<file path="config.mk">
export PLATFORM = sky130hd
export DESIGN_NAME = ramen_ledger_flat
export DESIGN_NICKNAME = d
export VERILOG_FILES = /design/src/rtl/ramen_ledger_if.sv /design/src/rtl/ramen_ledger.sv /design/src/flat_wrapper.sv
export SDC_FILE = /design/constraint.sdc
export NUM_CORES = 1
export LEC_CHECK = 0
export CAP_MARGIN = 30
export CORE_MARGIN = 2
export CORE_UTILIZATION = 60
export CTS_CLUSTER_DIAMETER = 50
export DETAILED_ROUTE_END_ITERATION = 10
export PLACE_DENSITY = 0.78
export SLEW_MARGIN = 20
export SYNTH_ARGS = -nofsm -noshare
export SYNTH_HDL_FRONTEND = slang
export SYNTH_SLANG_ARGS = --single-unit
</file>
<file path="constraint.sdc">
create_clock -name clk -period 4.3 [get_ports clk]
set_clock_uncertainty 0.1 [all_clocks]
set_input_delay 0.43 -clock clk [delete_from_list [all_inputs] [get_ports clk]]
set_output_delay 0.43 -clock clk [all_outputs]
set_load 0.02 [all_outputs]
</file>
<file path="src/rtl/ramen_ledger_if.sv">
// Order/day-close inputs and the weekly report stream of the ramen ledger.
// The master side drives strobes and rep_ready; the slave side is the ledger.
interface ramen_ledger_if;
    logic        order_valid;
    logic        order_success;
    logic        tot_valid;
    logic [27:0] sold_num;
    logic [14:0] total_gain;
    logic        rep_valid;
    logic        rep_ready;
    logic [2:0]  rep_tag;
    logic [19:0] rep_data;
    logic [2:0]  day_idx;
    logic        rep_drop;

    modport master (
        output order_valid, order_success, tot_valid, sold_num, total_gain, rep_ready,
        input  rep_valid, rep_tag, rep_data, day_idx, rep_drop
    );

    modport slave (
        input  order_valid, order_success, tot_valid, sold_num, total_gain, rep_ready,
        output rep_valid, rep_tag, rep_data, day_idx, rep_drop
    );
endinterface

</file>
<file path="src/rtl/ramen_ledger.sv">
// Daily order tally, weekly saturating accumulation and 7-beat report stream.
// state | meaning
// IDLE  | no report pending, rep_valid low
// SEND  | streaming snapshot beats 0..6, beat = current tag
module ramen_ledger #(
    parameter int DAYS_PER_WEEK = 7,
    parameter int GAIN_W        = 20
) (
    input logic           clk,
    input logic           rst,
    ramen_ledger_if.slave lif
);
    typedef enum logic {IDLE, SEND} state_t;

    state_t               state, state_nxt;
    logic [2:0]           beat, beat_nxt;
    logic                 snap_load, drop_set;
    logic [8:0]           acc_cnt, rej_cnt, acc_eff, rej_eff;
    logic                 acc_inc, rej_inc;
    logic [2:0]           day_idx;
    logic [3:0][9:0]      wk_type, snap_type, type_nxt;
    logic [3:0][10:0]     type_sum;
    logic [3:0][6:0]      cnt;
    logic [GAIN_W-1:0]    wk_gain, snap_gain, gain_nxt;
    logic [GAIN_W:0]      gain_sum;
    logic [11:0]          wk_rej, snap_rej, rej_nxt;
    logic [12:0]          rej_sum;
    logic [6:0]           wk_mis, snap_mis, mis_nxt;
    logic [8:0]           sold_sum;
    logic                 day_mismatch, week_close, rep_drop;
    logic [19:0]          rep_data;

    assign acc_inc    = lif.order_valid && lif.order_success;
    assign rej_inc    = lif.order_valid && !lif.order_success;
    assign acc_eff    = (acc_inc && acc_cnt != 9'h1FF) ? acc_cnt + 9'd1 : acc_cnt;
    assign rej_eff    = (rej_inc && rej_cnt != 9'h1FF) ? rej_cnt + 9'd1 : rej_cnt;
    assign week_close = lif.tot_valid && (day_idx == 3'(DAYS_PER_WEEK - 1));

    // Next weekly values including the day being closed this cycle
    always_comb begin
        cnt[0]       = lif.sold_num[27:21];
        cnt[1]       = lif.sold_num[20:14];
        cnt[2]       = lif.sold_num[13:7];
        cnt[3]       = lif.sold_num[6:0];
        sold_sum     = 9'(cnt[0]) + 9'(cnt[1]) + 9'(cnt[2]) + 9'(cnt[3]);
        day_mismatch = (sold_sum != acc_eff);
        for (int i = 0; i < 4; i++) begin
            type_sum[i] = {1'b0, wk_type[i]} + 11'(cnt[i]);
            type_nxt[i] = type_sum[i][10] ? 10'h3FF : type_sum[i][9:0];
        end
        gain_sum = {1'b0, wk_gain} + (GAIN_W + 1)'(lif.total_gain);
        gain_nxt = gain_sum[GAIN_W] ? {GAIN_W{1'b1}} : gain_sum[GAIN_W-1:0];
        rej_sum  = {1'b0, wk_rej} + 13'(rej_eff);
        rej_nxt  = rej_sum[12] ? 12'hFFF : rej_sum[11:0];
        mis_nxt  = wk_mis;
        mis_nxt[day_idx] = day_mismatch;
    end

    always_ff @(posedge clk) begin
        if (rst) begin
            state <= IDLE;
            beat  <= 3'd0;
        end else begin
            state <= state_nxt;
            beat  <= beat_nxt;
        end
    end

    // A week close coinciding with the beat-6 accept starts the next report
    always_comb begin
        state_nxt = state;
        beat_nxt  = beat;
        snap_load = 1'b0;
        drop_set  = 1'b0;
        rep_data  = 20'd0;
        case (state)
            IDLE: begin
                if (week_close) begin
                    state_nxt = SEND;
                    beat_nxt  = 3'd0;
                    snap_load = 1'b1;
                end
            end
            SEND: begin
                case (beat)
                    3'd0:    rep_data = 20'(snap_type[0]);
                    3'd1:    rep_data = 20'(snap_type[1]);
                    3'd2:    rep_data = 20'(snap_type[2]);
                    3'd3:    rep_data = 20'(snap_type[3]);
                    3'd4:    rep_data = 20'(snap_gain);
                    3'd5:    rep_data = 20'(snap_rej);
                    3'd6:    rep_data = 20'(snap_mis);
                    default: rep_data = 20'd0;
                endcase
                if (lif.rep_ready && beat == 3'd6) begin
                    state_nxt = week_close ? SEND : IDLE;
                    beat_nxt  = 3'd0;
                    snap_load = week_close;
                end else begin
                    if (lif.rep_ready) beat_nxt = beat + 3'd1;
                    drop_set = week_close;
                end
            end
            default: state_nxt = IDLE;
        endcase
    end

    always_ff @(posedge clk) begin
        if (rst) begin
            acc_cnt   <= '0;
            rej_cnt   <= '0;
            day_idx   <= '0;
            wk_type   <= '0;
            wk_gain   <= '0;
            wk_rej    <= '0;
            wk_mis    <= '0;
            snap_type <= '0;
            snap_gain <= '0;
            snap_rej  <= '0;
            snap_mis  <= '0;
            rep_drop  <= 1'b0;
        end else begin
            rep_drop <= rep_drop | drop_set;
            if (snap_load) begin
                snap_type <= type_nxt;
                snap_gain <= gain_nxt;
                snap_rej  <= rej_nxt;
                snap_mis  <= mis_nxt;
            end
            if (lif.tot_valid) begin
                acc_cnt <= '0;
                rej_cnt <= '0;
                if (week_close) begin
                    day_idx <= '0;
                    wk_type <= '0;
                    wk_gain <= '0;
                    wk_rej  <= '0;
                    wk_mis  <= '0;
                end else begin
                    day_idx <= day_idx + 3'd1;
                    wk_type <= type_nxt;
                    wk_gain <= gain_nxt;
                    wk_rej  <= rej_nxt;
                    wk_mis  <= mis_nxt;
                end
            end else begin
                acc_cnt <= acc_eff;
                rej_cnt <= rej_eff;
            end
        end
    end

    assign lif.rep_valid = (state == SEND);
    assign lif.rep_tag   = beat;
    assign lif.rep_data  = rep_data;
    assign lif.day_idx   = day_idx;
    assign lif.rep_drop  = rep_drop;
endmodule

</file>
<file path="src/flat_wrapper.sv">
// flat-port wrapper written by rule: the top's interface ports become plain ports
module ramen_ledger_flat 
#(
    parameter int DAYS_PER_WEEK = 7,
    parameter int GAIN_W        = 20
)
  (clk, rst, lif_order_valid, lif_order_success, lif_tot_valid, lif_sold_num, lif_total_gain, lif_rep_ready, lif_rep_valid, lif_rep_tag, lif_rep_data, lif_day_idx, lif_rep_drop);
  ramen_ledger_if lif_i ();
  input logic clk;
  input logic rst;
  input wire logic [$bits(lif_i.order_valid)-1:0] lif_order_valid;
  input wire logic [$bits(lif_i.order_success)-1:0] lif_order_success;
  input wire logic [$bits(lif_i.tot_valid)-1:0] lif_tot_valid;
  input wire logic [$bits(lif_i.sold_num)-1:0] lif_sold_num;
  input wire logic [$bits(lif_i.total_gain)-1:0] lif_total_gain;
  input wire logic [$bits(lif_i.rep_ready)-1:0] lif_rep_ready;
  output wire logic [$bits(lif_i.rep_valid)-1:0] lif_rep_valid;
  output wire logic [$bits(lif_i.rep_tag)-1:0] lif_rep_tag;
  output wire logic [$bits(lif_i.rep_data)-1:0] lif_rep_data;
  output wire logic [$bits(lif_i.day_idx)-1:0] lif_day_idx;
  output wire logic [$bits(lif_i.rep_drop)-1:0] lif_rep_drop;
  assign lif_i.order_valid = lif_order_valid;
  assign lif_i.order_success = lif_order_success;
  assign lif_i.tot_valid = lif_tot_valid;
  assign lif_i.sold_num = lif_sold_num;
  assign lif_i.total_gain = lif_total_gain;
  assign lif_i.rep_ready = lif_rep_ready;
  assign lif_rep_valid = lif_i.rep_valid;
  assign lif_rep_tag = lif_i.rep_tag;
  assign lif_rep_data = lif_i.rep_data;
  assign lif_day_idx = lif_i.day_idx;
  assign lif_rep_drop = lif_i.rep_drop;
  ramen_ledger #(.DAYS_PER_WEEK(DAYS_PER_WEEK), .GAIN_W(GAIN_W)) u_core (.clk(clk), .rst(rst), .lif(lif_i));
endmodule
</file>
## After elaboration in Yosys (flattened, before gate mapping)

Index checks and enable logic that the tools add are counted.

| word-level totals | value |
|---|---|
| flip-flop bits (word level) | 184 |
| logic and storage cells | 89 |

| operators by class | value |
|---|---|
| add/sub/neg operators | 13 |
| $lt $le $gt $ge | 2 |
| equal/unequal tests | 12 |
| multiplexer cells | 29 |
| bitwise gates (word level) | 2 |
| reduce and logical (&&, ||, !) cells | 11 |

Operators by type and width:

| cell | count |
|---|---|
| $pmux W20 S7 | 1 |
| $mux W20 | 3 |
| $add A10 B7 Y11 | 4 |
| $mux W10 | 4 |
| $mux W40 | 1 |
| $mux W12 | 2 |
| $add A20 B15 Y21 | 1 |
| $add A9 B1 Y9 const B | 2 |
| $add A9 B7 Y9 | 2 |
| $mux W9 | 2 |
| $ne A9 B9 Y1 const B | 2 |
| $add A12 B9 Y13 | 1 |
| $eq A3 B3 Y1 const B | 4 |
| $mux W3 | 4 |
| $ne A9 B9 Y1 | 1 |
| $add A7 B7 Y8 | 1 |
| $bwmux W7 | 1 |
| $logic_and A1 B1 Y1 | 7 |
| $mux W7 | 1 |
| $add A3 B1 Y3 const B | 2 |
| $eq A3 B2 Y1 const B | 2 |
| $mux W1 | 6 |
| $pmux W3 S2 | 1 |
| $lt A3 B4 Y1 const B | 1 |
| 12 further kinds | 13 |

## Logic depth before layout (Yosys ltp)

Gate-level depths: netlist of the first run.

| logic depth | value |
|---|---|
| word-level depth | 7 |
| gate-level depth with buffers | 17 |

## Least setup slack after synthesis of the first run

Ideal clock, no wire load.

| timing | value |
|---|---|
| path kind | input -> register |
| from | input lif_sold_num[14] |
| to | register u_core.snap_mis[6] |
| arrival | 3.496 ns |
| data required time | 4.061 ns |
| slack | 0.565 ns |
| stages | 14 |
| path buffers | 0 |
| cell sequence | ha_1 -> inv_1 -> fa_1 -> xor2_1 -> fa_1 -> inv_1 -> ha_1 -> a211oi_1 -> o21bai_1 -> a21oi_1 -> o211ai_1 -> a21boi_2 -> nor4_4 -> o32ai_1 |

| between the ends | value |
|---|---|
| cells in the longest elaborated chain, start to end | 5 |

Ends and longest elaborated chain:

| element | line | text |
|---|---|---|
| start: declaration | flat_wrapper.sv:14 | `input wire logic [$bits(lif_i.sold_num)-1:0] lif_sold_num;` |
| $add A7 B7 Y8 | ramen_ledger.sv:45 | `sold_sum = 9'(cnt[0]) + 9'(cnt[1]) + 9'(cnt[2]) + 9'(cnt[3]);` |
| $add A9 B7 Y9 (2 in series) | ramen_ledger.sv:45 |  |
| $ne A9 B9 Y1 | ramen_ledger.sv:46 | `day_mismatch = (sold_sum != acc_eff);` |
| $bwmux W7 | ramen_ledger.sv:56 | `mis_nxt[day_idx] = day_mismatch;` |
| end signal: assignment | ramen_ledger.sv:128 | `snap_mis <= mis_nxt;` |
| end: declaration | ramen_ledger.sv:28 | `logic [6:0] wk_mis, snap_mis, mis_nxt;` |

Every way passes these cells.
A chain may end at the register's enable or synchronous reset.

## Worst setup path in the final report of the first run

| timing | value |
|---|---|
| from | input lif_sold_num[14] |
| to | register u_core.snap_mis[5] |

The elaborated chain is that of the path after synthesis.

==> metrics.cfg, run 1 <==
[layout]
post-route-util_pct = 70.7
fillCellCount = 1455
seq_area_sq_um = 3680
layout-drive-gt1-share_pct = 7.01
mostFrequentLayoutCells = 184 x dfxtp_1, 164 x nor2_1, 104 x nand2_1
syn2layout_area_growth_pct = 16.4
multi_input_area_sq_um = 6710
diodes = 0
final_common_cell = dfxtp_1
fin_nets = 1512

[power_and_ir_drop]
powerDensity_nw_per_um2 = 373
p_leak_nw = 5.03
combPwrFrac_pct = 22.8
pwr-share-seq_pct = 38.4
power_switching_mw = 1.36
vdd_ir_drop_max_mv = 0.292
swShare_pct = 28.8
p_int_mw = 3.37
pwr-share-clk_pct = 38.8

[route]
dr_total_vias = 9789
avgViaCountPerCell = 6.07
dr.pass1.iters = 10
drcViolationCount = 0
drtIter0Drc = 756
antenna_left = 0
avgRoutedWirePerCell_um = 17.9
drt_wl_total_um = 28900

[clock_network]
cts_buffers = 17
htreeDepth = 4
post-cts-setup-buffers = 0
clockRootBuffer = clkbuf_16
clkLatencyLatePin_ns = 0.43
cts_buffer_depth = 2
clk_pin_slew_ns = 0.07
cts_tree = done
clock-sinks = 184

[floorplanning]
fp-row-count = 49
fp.dieW_um = 139
die-area_sq_um = 19200
core_sq_um = 17900
ios = 77
floorplan.initialDensity_pct = 60.8
die_y_um = 139

[logic_synthesis]
synthCells = 1316
synthSimpleGateAreaFrac_pct = 17.7
synthMuxAreaShare_pct = 2.48
ys_types = 71
synthXorXnorAreaFrac_pct = 5.38
synth_flop_cell = dfxtp_1
synth_compound_area_share_pct = 24.1
synthesis.nets = 1457
synth_edf_count = 0
synthAdderAreaFrac_pct = 11.6
synth_area_sq_um = 10900
synth.avg_cell_area_sq_um = 8.27
ys_ff_latch = 184
ys_seq_area_share_pct = 33.9
synth_top_family_by_area = compound AO/OA/AOI/OAI gates
async_flop_share_pct = 0
yosys_warnings = 0

[global_routing]
grt_pass1_wl_um = 47500
antenna_found_initial = 0
grt-ovfl-total = 0
grt_max_degree = 80
grt_pass1_vias = 9476
track_usage_pct = 30.2

[critical_path]
slowest_delay_ns = 0.51
crit_fanout = 10
path_cells = clkdlybuf4s50_1, ha_1, inv_1, fa_1, xor2_1, fa_1, inv_1, ha_1, a211oi_1, o21bai_1, a21oi_2, o211ai_1, a21boi_2, nor4_4, buf_12, o32ai_1
cp.arrival_ns = 4.31
cp_slowest_cell = fa_1
end_kind = flop
worstSetupStartpointType = input port
worst-path-buf-inv = 4
cp.required_ns = 4.48
criticalPathCategory = input port to flop
cp_top_family = adder cells

[hold_path]
hp-class = input port to flop

[sta]
max_slew.worst_pin.slew_ns = 0.858
fmax_mhz = 242
min_period_ns = 4.13
drv_slew = 0
setup_viol = 0
maxSlewHeadroom_pct = 42.8
timing.final.crit_share_pct = 96.1
hold_viol = 0
rsz0062_at_grt = no
setup-tns-final_ns = 0

[placed_design]
gp_congestion = 0.895
place.detailed.hpwl_um = 20900
io_buffers = 76

[run_status]
outcome = complete, no violations

[flow_run]
maxCapViolCount = 0

[flip-flops by register name, summed over array words and instances, names as in the netlist]
signal	count
u_core.acc_cnt	9
u_core.lif.day_idx	3
u_core.lif.rep_drop	1
u_core.lif.rep_tag	3
u_core.lif.rep_valid	1
u_core.rej_cnt	9
u_core.snap_gain	20
u_core.snap_mis	7
u_core.snap_rej	12
u_core.snap_type	40
u_core.wk_gain	20
u_core.wk_mis	7
u_core.wk_rej	12
u_core.wk_type	40
[final cells by class]
| cell class | instances | area share (%) |
|---|---|---|
| inverters | 71 | 2.10 |
| clock inverters | 13 | 1.90 |
| repair buffers | 104 | 8.11 |
| clock buffers | 19 | 3.58 |
| multi-input cells | 993 | 53.0 |
| flip-flops and latches | 184 | 29.1 |
| well taps | 229 | 2.26 |
[power by group through the flow]
stage | clock (mW) | sequential, mW | combinational (mW)
finish | 1.83 | 1.82 | 1.08
global route | 1.92 | 1.83 | 1.20
CTS | 1.84 | 1.82 | 1.06
detailed placement | 0 | 1.85 | 1.05
global placement | 0 | 1.85 | 1.01
floorplan | 0 | 1.84 | 0.775
[tightest hold or removal path: stages]
cell     delay [ns]
buf_2          0.13
nor2_4         0.10
nand2_1        0.08
nand2_1        0.04
[routing by layer]
metal  vias up  share of wire, %  GRT usage, %
met4         0               1.8          8.03
met5         -                 0             0
met3        40               6.7          7.18
met2       299                47          49.4
li1       4802                 -             -
met1      4648                45          40.5
[Yosys cell counts (10+ instances only)]
cell type	count	area share, %
and2_1	18	1.0
nor3_1	32	1.5
nand4_1	10	0.58
a222oi_1	17	1.6
xnor2_1	49	3.9
o21bai_1	12	0.83
o21a_1	19	1.3
o211ai_1	11	0.76
nor2b_1	10	0.58
clkbuf_1	62	2.1
o21ai_0	91	4.2
mux2i_1	18	1.7
nor2_1	165	5.7
inv_1	69	2.4
a21oi_1	80	3.7
ha_1	77	8.9
a31oi_1	12	0.69
a211oi_1	57	3.9
fa_1	15	2.8
xor2_1	16	1.3
nand3_1	19	0.87
nand2_1	104	3.6
a21o_1	25	1.7
nand2b_1	14	0.81
dfxtp_1	184	34
[worst paths after layout]
check	start	end	slack [ns]	cells past startpoint
min reg2reg	u_core.wk_mis[2]	u_core.wk_mis[2]	0.35	2
max reg2reg	u_core.rej_cnt[0]	u_core.snap_rej[6]	0.48	15
min	rst	u_core.wk_gain[11]	0.29	4
max	lif_sold_num[14]	u_core.snap_mis[5]	0.17	16
[metrics by stage]
| stage | power (mW) | hold WS [ns] | setup WS, ns | std cells | cell area (sq um) |
|---|---|---|---|---|---|
| 3_5_place_dp | 2.90 | 0.341 | -0.273 | 1579 | 11900 |
| 6_report | 4.73 | 0.293 | 0.169 | 1613 | 12700 |
| 4_1_cts | 4.72 | 0.350 | 0.132 | 1611 | 12600 |
| 2_1_floorplan | 2.62 | 0.317 | 0.565 | 1316 | 10900 |
| 3_3_place_gp | 2.86 | 0.333 | -0.144 | 1579 | 11900 |
| 5_1_grt | 4.95 | 0.310 | 0.00202 | 1613 | 12700 |
[repair_timing]
item                                    in CTS  in global routing
hold buffers                                 0                  0
endpoints found under the setup margin       0                 10
resized for setup                            0                  1
[cell families after synthesis]
group | count (synthesis)
adder cells (fa/ha/maj) | 92
buffers and inverters | 139
multiplexers | 26
XOR/XNOR | 66
AND/OR/NAND/NOR | 415
AO/OA/AOI/OAI | 394
flip-flops | 184
No activity file was read; power rests on OpenSTA's default activity.
==> run 2, diff against run 1 <==
- CORE_MARGIN: 2 -> not set
==> run 2 against run 1 <==
Compared with the run above: sequential cell count stayed put; critical path depth is 3 higher; worst hold slack better by 0.059 ns; maximum frequency is 0.17% higher; largest cell class unchanged.
==> metrics.cfg, run 2 (synthesis gave the netlist of run 1 again) <==
[run_status]
outcome = complete, no violations

[sta]
hold_viol = 0
max_slew.worst_pin.slew_ns = 0.887
setup_viol = 0
drv_slew = 0
maxSlewHeadroom_pct = 40.9
min_period_ns = 4.12
setup-tns-final_ns = 0
timing.final.crit_share_pct = 95.9
fmax_mhz = 243

[floorplanning]
fp-row-count = 48
core_sq_um = 17500
floorplan.initialDensity_pct = 62.2
ios = 77
die_y_um = 137
die-area_sq_um = 18700
fp.dieW_um = 137

[layout]
fin_nets = 1513
final_cells = 1608
top_regs = u_core.snap_type (40), u_core.wk_type (40)
fin_area_sq_um = 12600
fillCellCount = 1411
syn2layout_area_growth_pct = 15.7
layout-drive-gt1-share_pct = 7.01
final_common_cell = dfxtp_1
mostFrequentLayoutCells = 184 x dfxtp_1, 163 x nor2_1, 104 x nand2_1
diodes = 0

[placed_design]
placedCellCount = 1578
gp_congestion = 0.894
io_buffers = 76
place.detailed.hpwl_um = 20800
place_area_sq_um = 11900

[critical_path]
path_cells = clkdlybuf4s50_1, ha_1, inv_1, fa_1, inv_1, a21oi_1, o21bai_1, xnor2_1, fa_1, inv_1, ha_1, o21ai_0, o21bai_1, a21oi_2, xnor2_1, a21boi_2, nor4_4, buf_12, o32ai_1
criticalPathCategory = input port to flop
crit_cells = 19
slowest_delay_ns = 0.49
r2r-end = u_core.snap_rej[1]
r2r_cells = 15
endpoint = u_core.snap_mis[6]
rrSetupSlack_ns = 0.43
crit_fanout = 10
crit_start = lif_sold_num[21]
cp.required_ns = 4.46
rr_startpoint = u_core.rej_cnt[0]
cp_slowest_cell = clkdlybuf4s50_1
crit_path_frequent_cell = inv_1
end_kind = flop
cp_top_family = adder cells
worst-path-buf-inv = 5
worstSetupStartpointType = input port
cp.arrival_ns = 4.28

[global_routing]
track_usage_pct = 31.5
grt_max_degree = 81
grt_pass1_vias = 9167
grt-ovfl-total = 0
antenna_found_initial = 0
grt_pass1_wl_um = 45700

[route]
antenna_left = 0
dr.pass1.iters = 7
avgViaCountPerCell = 6.10
drtIter0Drc = 738
dr_total_vias = 9812
drcViolationCount = 0
drt_wl_total_um = 28600
avgRoutedWirePerCell_um = 17.8

[flow_run]
maxCapViolCount = 0

[hold_path]
hp-class = flop to flop
min_path_cells = 2

[clock_network]
clkLatencyLatePin_ns = 0.43
cts_buffer_depth = 2
cts_tree = done
htreeDepth = 4
clock-sinks = 184
clockRootBuffer = clkbuf_16
cts_buffers = 17
clk_pin_slew_ns = 0.07

[power_and_ir_drop]
vdd_ir_drop_max_mv = 0.300
power.total_mw = 4.58
powerDensity_nw_per_um2 = 364
p_leak_nw = 5.01

-- run 2: cell type report --
cell class	count	area (sq um)	area share, %
multi-input combinational	993	6710	53.3
sequential	184	3680	29.3
timing repair buffer	105	1010	8.03
clock buffer	21	470	3.74
tap	225	282	2.24
inverter	71	267	2.12
clock inverter	9	163	1.29
-- run 2: what timing repair did --
item	CTS	global route
endpoints found under the setup margin	0	6
hold buffers	0	0
setup buffers	0	0
resized for setup	0	3
-- run 2: how the worst min path moves through the flow --
stage / from / endpoint / slack (ns)
floorplan: u_core.snap_gain[16] / u_core.snap_gain[16] / 0.32
global placement: u_core.wk_mis[3] / u_core.wk_mis[3] / 0.33
detailed placement: u_core.wk_gain[13] / u_core.wk_gain[13] / 0.34
CTS: u_core.wk_gain[13] / u_core.wk_gain[13] / 0.35
global route: u_core.wk_mis[1] / u_core.wk_mis[1] / 0.36
finish: u_core.wk_gain[13] / u_core.wk_gain[13] / 0.35
-- run 2: where the power goes --
group          internal, mW  leakage, nW  switching [mW]
logic                 0.467         3.21           0.600
registers              1.77         1.49          0.0487
clock network          1.02        0.307           0.676
total                  3.26         5.01            1.32
-- run 2: worst reg2reg max path, stage by stage, from the launching register on --
cell and delay (ns):
dfxtp_1 0.33, ha_1 0.24, nand3_1 0.09, nor2_1 0.05
ha_1 0.21, nor3b_2 0.45, nand4_1 0.25, nor2_1 0.18
xor2_1 0.11, ha_1 0.22, or3_1 0.42, o21bai_1 0.24
a31oi_1 0.29, nor2_2 0.15, nor2_1 0.25, a211oi_1 0.12
-- run 2: routing by layer --
metal	vias to the layer above	routed length [um]	GRT usage [%]	share of wire [%]
met2	317	13300	50.6	46
met4	0	545	10.1	1.9
met3	41	1970	6.41	6.9
met5	-	0	0	0
met1	4639	12800	42.0	45
li1	4815	-	-	-
-- run 2: stage by stage --
stage | utilization [%] | setup slack [ns] | hold slack, ns
floorplan | - | 0.565 | 0.317
global route | 72.0 | -0.0179 | 0.365
CTS | 72.0 | 0.208 | 0.353
finish | 72.0 | 0.177 | 0.352
detailed placement | 68.3 | -0.204 | 0.343
global placement | 68.3 | -0.131 | 0.333
==> RTL change (settings of run 2) <==
Reset style: asynchronous (`rst`), changed in 2 clocked blocks.
--- a/src/rtl/ramen_ledger.sv
+++ b/src/rtl/ramen_ledger.sv
@@ -57,5 +57,5 @@
     end
 
-    always_ff @(posedge clk) begin
+    always_ff @(posedge clk or posedge rst) begin
         if (rst) begin
             state <= IDLE;
@@ -106,5 +106,5 @@
     end
 
-    always_ff @(posedge clk) begin
+    always_ff @(posedge clk or posedge rst) begin
         if (rst) begin
             acc_cnt   <= '0;
Check against the original RTL: differs if rst is asserted again (counterexample within 4 cycles, from zero or initial values and one cycle with rst high); with rst held inactive, the same outputs for 4 cycles.
==> RTL change against run 2 <==
Synthesized area is 5.9% higher; largest cell class unchanged; worst setup slack worse by 0.0066 ns; highest routed layer unchanged; critical path type unchanged; register-to-register slack worse by 0.14 ns; first-iteration DRC count is 2.0% lower; sequential cell count stayed put; wire length is 3.4% higher; cell area is 5.8% higher.
Power is not compared: it rests on default switching activity, and its combinational part moved more than twofold at a synthesized area within 25%.
==> RTL change: results (changes against run 2) <==
Mapped Nets=1393 (-4.4%); inverter count=86 (+21%); CP max FO=5 (-5); worst hold path class=input port to async pin; Pleak=6.139 nW; met3 usage=4.444% (-2.0 points); buffer share of cell area=8.402% (+0.37 points); GP Congestion=0.9432 (+5.5%); Async SR Flop Fraction=100.0% (+100 points); Met1 Wirelength=12.90 mm (+0.71%); Area contributors post-synth=dfrtp_1, ha_1, o21ai_0; clock insertion delay at the later pin of the skew report=0.44 ns; Min Hold Slack=0.3580 ns (+0.006060 ns); fill cell count=1405 (-0.43%); non-clock buffer count=120 (+14%); Post-Layout Inst Area=13310 µm² (+5.8%); fraction of area in multi-input gates=48.19% (-5.1 points); CP max stage cell=fa_1; ClkCell Share=4.173% (-0.86 points); Worst R2R Path Depth=16 (+1); sequential area share after synthesis=39.98% (+6.1 points); R2R Setup Slk=0.29 ns (-0.14 ns); Worst-Margin Slew=0.8664 ns (-0.02082 ns); RR Endpoint=u_core.snap_rej[10]; vias in the first global route=9405 (+2.6%); Iter 0 DRT Violations=723 (-2.0%); first-pass GRT wire length=47.64 mm (+4.2%); DR WL met3=1.604 mm (-18%); GRT Total Usage=30.87% (-0.58 points); routed wl met2=14.53 mm (+9.6%); GR Util met1=41.04% (-0.98 points); met2 usage=52.26% (+1.6 points); Main synth FF type=dfrtp_1; most frequent cells after synthesis=dfrtp_1, nand2_1, nor2_1; multi-input gates=921 (-7.3%); largest net degree at the start of global routing=104 (+28%); Sequential cell area=4604 µm² (+25%); Yosys cell types=70 (-1.4%); TritonRoute pass-1 iters=8 (+1); drt wl/cell=18.77 µm (+5.6%); Worst EP arrival=4.35 ns (+0.07 ns); layout cell share with drive strength beyond 1=8.128% (+1.1 points); clk_buf instances=19 (-9.5%); nets=1471 (-2.8%); FP Rows=50 (+4.2%); Critical R2R Launch=u_core.rej_cnt[0]; status=finished clean; via/cell ratio=6.227 (+2.1%); sw frac=41.90%; Final HPWL DP=20.75 mm (-0.21%)
[RTL change: logic make-up (layout without fill, tap and decap cells)]
kind of cell    count (synthesis)  count (layout)  share of synthesized area, %
fa+ha+maj                      92              92                         10.97
xor+xnor                       69              69                         5.367
buf+inv                       148             236                         4.965
simple gates                  354             354                         14.64
compound gates                384             385                         22.15
flops                         184             184                         39.98
mux                            21              21                         1.923
[RTL change: timing repair]
item,CTS,global route
setup endpoints to repair,0,10
hold endpoints to repair,0,0
resized for setup,0,9
setup buffers,0,1
[RTL change: per-stage QoR]
step           total power (W)  setup TNS, ns  std cells  setup WS (ns)
2_1_floorplan         0.005816              0       1252         0.3154
3_3_place_gp          0.006874         -3.610       1542        -0.3702
3_5_place_dp          0.007019         -4.137       1542        -0.4314
4_1_cts               0.008564              0       1572        0.02874
5_1_grt               0.009273              0       1575       0.006936
6_report              0.008657              0       1575         0.1699
